==> src/rtl/seq_step_ctrl.sv <==
// Step-sequencer controller: debounced pushbuttons, play/pause/stop FSM with tempo counter,
// and the step / tone-ROM address / frequency outputs feeding the display and tone generator.
module seq_step_ctrl #(
    parameter int TICKS_PER_STEP = 12_500_000,
    parameter int DB_TICKS       = 500_000,
    parameter int SEQ_LEN        = 16
) (
    input  logic       CLOCK_50,
    input  logic       KEY0,
    input  logic       KEY1,
    input  logic       KEY2,
    input  logic       KEY3,
    input  logic [1:0] bank,
    input  logic [6:0] rom_data,
    output logic [6:0] rom_addr,
    output logic [6:0] seq_num,
    output logic [6:0] freq_num,
    output logic       note_on,
    output logic       step_tick,
    output logic [1:0] state
);
    localparam int TW  = $clog2(TICKS_PER_STEP);
    localparam int DBW = $clog2(DB_TICKS + 1);

    localparam logic [TW-1:0]  TEMPO_LAST = TW'(TICKS_PER_STEP - 1);
    localparam logic [DBW-1:0] DB_LAST    = DBW'(DB_TICKS - 1);
    localparam logic [4:0]     STEP_LAST  = 5'(SEQ_LEN - 1);

    // Key slots in the debounce vectors.
    localparam int K_PLAY = 0;
    localparam int K_STEP = 1;
    localparam int K_STOP = 2;

    typedef enum logic [1:0] {
        ST_STOP  = 2'd0,
        ST_PLAY  = 2'd1,
        ST_PAUSE = 2'd2
    } state_t;

    logic clk;
    logic rst_n;
    assign clk   = CLOCK_50;
    assign rst_n = KEY0;

    logic [2:0]     key_raw;
    logic [2:0]     key_s1;
    logic [2:0]     key_s2;
    logic [2:0]     deb;
    logic [2:0]     press;
    logic [DBW-1:0] db_cnt [3];
    logic [1:0]     bank_s1;
    logic [1:0]     bank_s2;

    state_t         state_q, state_d;
    logic [4:0]     step_q, step_d, step_inc;
    logic [TW-1:0]  tempo_q, tempo_d;
    logic           tick_q, tick_d;
    logic [6:0]     freq_q;

    assign key_raw = {KEY3, KEY2, KEY1};

    // NOTE: every flop here, the small counter array included, is cleared by the async reset;
    // the block has no RAM, so nothing is left to power-up state.
    // NOTE: sequential state uses non-blocking assignments so each flop samples pre-edge values.
    always_ff @(posedge clk or negedge rst_n) begin
        if (!rst_n) begin
            key_s1 <= '1;
            key_s2 <= '1;
            deb    <= '1;
            for (int i = 0; i < 3; i++) db_cnt[i] <= '0;
        end else begin
            key_s1 <= key_raw;
            key_s2 <= key_s1;
            for (int i = 0; i < 3; i++) begin
                if (key_s2[i] == deb[i]) begin
                    db_cnt[i] <= '0;
                end else if (db_cnt[i] == DB_LAST) begin
                    deb[i]    <= key_s2[i];
                    db_cnt[i] <= '0;
                end else begin
                    db_cnt[i] <= db_cnt[i] + DBW'(1);
                end
            end
        end
    end

    // A press fires on the edge where the debounced level falls, so the FSM acts on that same edge.
    always_comb begin
        press = '0;
        for (int i = 0; i < 3; i++) begin
            press[i] = deb[i] & ~key_s2[i] & (db_cnt[i] == DB_LAST);
        end
    end

    assign step_inc = (step_q == STEP_LAST) ? 5'd0 : step_q + 5'd1;

    // NOTE: all outputs of this block get a default first, so no path can infer a latch.
    always_comb begin
        state_d = state_q;
        step_d  = step_q;
        tempo_d = tempo_q;
        tick_d  = 1'b0;
        if (press[K_STOP]) begin
            state_d = ST_STOP;
            step_d  = '0;
            tempo_d = '0;
        end else if (press[K_PLAY]) begin
            case (state_q)
                ST_STOP: begin
                    state_d = ST_PLAY;
                    step_d  = '0;
                    tempo_d = '0;
                end
                ST_PLAY: state_d = ST_PAUSE;
                default: state_d = ST_PLAY;
            endcase
        end else if (state_q == ST_PLAY) begin
            // Single-step is ignored while playing; the tempo keeps running.
            if (tempo_q == TEMPO_LAST) begin
                tempo_d = '0;
                step_d  = step_inc;
                tick_d  = 1'b1;
            end else begin
                tempo_d = tempo_q + TW'(1);
            end
        end else if (press[K_STEP]) begin
            step_d = step_inc;
        end
    end

    always_ff @(posedge clk or negedge rst_n) begin
        if (!rst_n) begin
            state_q <= ST_STOP;
            step_q  <= '0;
            tempo_q <= '0;
            tick_q  <= 1'b0;
            bank_s1 <= '0;
            bank_s2 <= '0;
            freq_q  <= '0;
        end else begin
            state_q <= state_d;
            step_q  <= step_d;
            tempo_q <= tempo_d;
            tick_q  <= tick_d;
            bank_s1 <= bank;
            bank_s2 <= bank_s1;
            freq_q  <= rom_data;
        end
    end

    // The ROM address is unregistered so the external ROM's own latency is the only delay.
    assign rom_addr  = {bank_s2, step_q};
    assign seq_num   = {2'b00, step_q};
    assign freq_num  = freq_q;
    assign note_on   = (state_q == ST_PLAY);
    assign step_tick = tick_q;
    assign state     = state_q;

endmodule

==> config.mk <==
export PLATFORM = sky130hd
export DESIGN_NAME = seq_step_ctrl
export DESIGN_NICKNAME = d
export VERILOG_FILES = /design/src/rtl/seq_step_ctrl.sv
export SDC_FILE = /design/constraint.sdc
export NUM_CORES = 1
export LEC_CHECK = 0
export ABC_AREA = 1
export BUFFER_PORTS_ARGS = -buffer_cell sky130_fd_sc_hd__buf_2
export CAP_MARGIN = 20
export CORE_ASPECT_RATIO = 0.8
export CORE_MARGIN = 2
export CORE_UTILIZATION = 43
export DETAILED_ROUTE_END_ITERATION = 10
export PLACE_DENSITY = 0.71
export REMOVE_ABC_BUFFERS = 1
export SYNTH_ARGS = -nofsm -noshare
export SYNTH_HDL_FRONTEND = slang
export SYNTH_SLANG_ARGS = --single-unit
==> constraint.sdc <==
create_clock -name CLOCK_50 -period 6 [get_ports CLOCK_50]
set_clock_uncertainty 0.15 [all_clocks]
set_input_delay 1.8 -clock CLOCK_50 [delete_from_list [all_inputs] [get_ports CLOCK_50]]
set_output_delay 1.8 -clock CLOCK_50 [all_outputs]
set_load 0.1 [all_outputs]
==> impl_metrics.ini <==
[sta]
slew_viol_final = 0
min_period_ps = 3490
tns_ps = 0
setup_viol = 0
relSlewSlack_pct = 39.1
whs_ps = 204
worstMarginPinSlew_ps = 913
hold_viol = 0
fmax_mhz = 286
grt_setup_unrepaired = no
min_period_over_period_pct = 58.2

[logic_synthesis]
yosys.area_share.simple_pct = 36.7
synth_top_family_by_area = simple AND/OR/NAND/NOR gates
synth.distinct_cells = 42
yosys_warnings = 0
syn-cell-area_um2 = 6190
syn_inst = 815
yosysSeqAreaShare_pct = 44.3
synth_edf_count = 0
synthMuxAreaShare_pct = 0
ys_seq_elements = 109
synthAdderAreaFrac_pct = 1.62
synth.avg_cell_area_um2 = 7.59
synth_compound_gate_area_share_pct = 4.39
yosys.area_share.xor_xnor_pct = 5.24
synthArstFlopShare_pct = 100
synth_flop_cell = dfrtp_1

[power]
intPower_uw = 1060
power.switching_uw = 370
p_total_uw = 1430
ir_drop_uv = 161
seqPwrFrac_pct = 52.7
leakagePower_uw = 0.00305
sw_frac_of_total_pct = 25.9
powerDensity_nw_per_um2 = 210
p_clk_share_pct = 42.4
p_comb_share_pct = 5.0

[routing]
vias = 5274
drt_iter0_drc = 369
antenna_left = 0
drc = 0
detail_route.vias_per_cell = 5.10
wirelength_um = 13600
avgRoutedWirePerCell_um = 13.1
drt-pass1-iter-count = 5

[setup_path]
worstPathMaxFanout = 3
crit_arrival_ps = 1540
cp.required_ps = 4050
worstSetupPathType = register to output pin
start_kind = register
critPathCaptureType = output pin

[placed_design]
post_dp_cell_area_um2 = 6490
hpwl_um = 9920
port_buffers = 36
globalplace.congestion = 0.898

[clock_tree]
postCtsSetupBuffers = 0
cts.repair.resized = 0
ctsHoldBuffers = 0
cts_made_buffers = 9
tritoncts = yes
htree_levels = 3
max-clock-path-buffers = 2
clk_pin_slew_ps = 90
root_buffer = clkbuf_16
clock_sinks = 109
insertion_delay_ps = 350

[floorplan]
rows = 39
die_w_um = 138
die_h_um = 111
core_um2 = 14200
io_pins = 39
start_util_pct = 43.7
dieArea_um2 = 15400

[final_layout]
final_common_cell = nand2_1
layout_common_cells = 183 x nand2_1, 146 x nor2_1, 100 x dfrtp_1
fin_nets = 867
area_growth_pct = 9.97
antenna_cells = 0
drive_above_1_share_pct = 10.5
fin_area_um2 = 6800
utilization_pct = 48.1

[grt]
first_global_vias = 4941
grt_overflow_total = 0
grt_pass1_wl_um = 23300
grt_max_degree = 72
grt_use_total_pct = 18.2
grt_antenna_before_repair = 0

[status]
status = finished clean

[hold_path]
hold_path_class = register to register

[flow_run]
cap_violations = 0
==> through the flow <==
stage / std cells / setup slack [ps]
after floorplan: 797 / 1670
after global placement: 1018 / 2800
after detailed placement: 1018 / 2780
after CTS: 1034 / 2510
after global routing: 1034 / 2400
final: 1034 / 2510
==> critical path, cell delays in order (launching register included) <==
cell and delay (ps):
dfrtp_1 380, inv_1 60, nor2_1 240, buf_2 500
==> logic make-up after synthesis <==
logic type      Yosys count
fa+ha+maj                 8
flops                   109
xor+xnor                 37
other cells               1
compound gates           44
simple gates            502
buf+inv                 114
==> per-layer routing <==
metal  global-route usage, %  routed length, um
met1                    26.8               7030
met2                    27.8               5780
met3                    3.41                602
met4                    4.56                163
met5                       0                  0
==> registers in the layout, indices dropped and copies added, names as in the netlist <==
signal	count
deb	3
step_tick	1
db_cnt	57
freq_num	7
bank_s2	2
step_q	5
key_s2	3
state	2
key_s1	3
tempo_q	24
bank_s1	2
==> synth_stat cells, drive strengths merged, types with 2 or more instances <==
library cell | number | area [um^2]
xor2 | 33 | 289
a21oi | 11 | 55.1
nor3 | 39 | 205
nor3b | 7 | 52.6
nand3 | 64 | 353
a31oi | 2 | 12.5
nor4 | 7 | 43.8
clkbuf | 6 | 22.5
ha | 8 | 100
or2 | 2 | 12.5
dfrtp | 100 | 2500
o21ai | 25 | 155
dfstp | 9 | 236
nand4 | 42 | 278
nand2 | 184 | 698
buf | 13 | 101
xnor2 | 4 | 35.0
nor2 | 153 | 597
inv | 95 | 357
==> path summary, 6_finish.rpt <==
kind / from / to / slack, ps / cells past startpoint
max: state[0] / note_on / 2510 / 3
min: key_s1[2] / key_s2[2] / 200 / 0
max reg2reg: db_cnt[0] / tempo_q[15] / 3480 / 9
min reg2reg: key_s1[2] / key_s2[2] / 200 / 0
max in group asynchronous: KEY0 / deb[1] / 3210 / 2
min in group asynchronous: KEY0 / db_cnt[49] / 1390 / 1
==> power by group through the flow <==
| stage | Sequential (uW) | Combinational (uW) | Clock (uW) |
|---|---|---|---|
| floorplan | 789 | 20.9 | 0 |
| global placement | 766 | 71.9 | 0 |
| detailed placement | 767 | 72.5 | 0 |
| CTS | 752 | 72.7 | 623 |
| global route | 753 | 78.6 | 651 |
| finish | 752 | 70.8 | 605 |
==> final cells by class <==
class	instances	area, um^2
clock buffers	9	225
multi-input cells	593	2970
inverters	95	357
fillers	1369	7350
clock inverters	7	91.3
flip-flops and latches	109	2740
well taps	184	230
repair buffers	37	190
No activity file was read; power rests on OpenSTA's default activity.
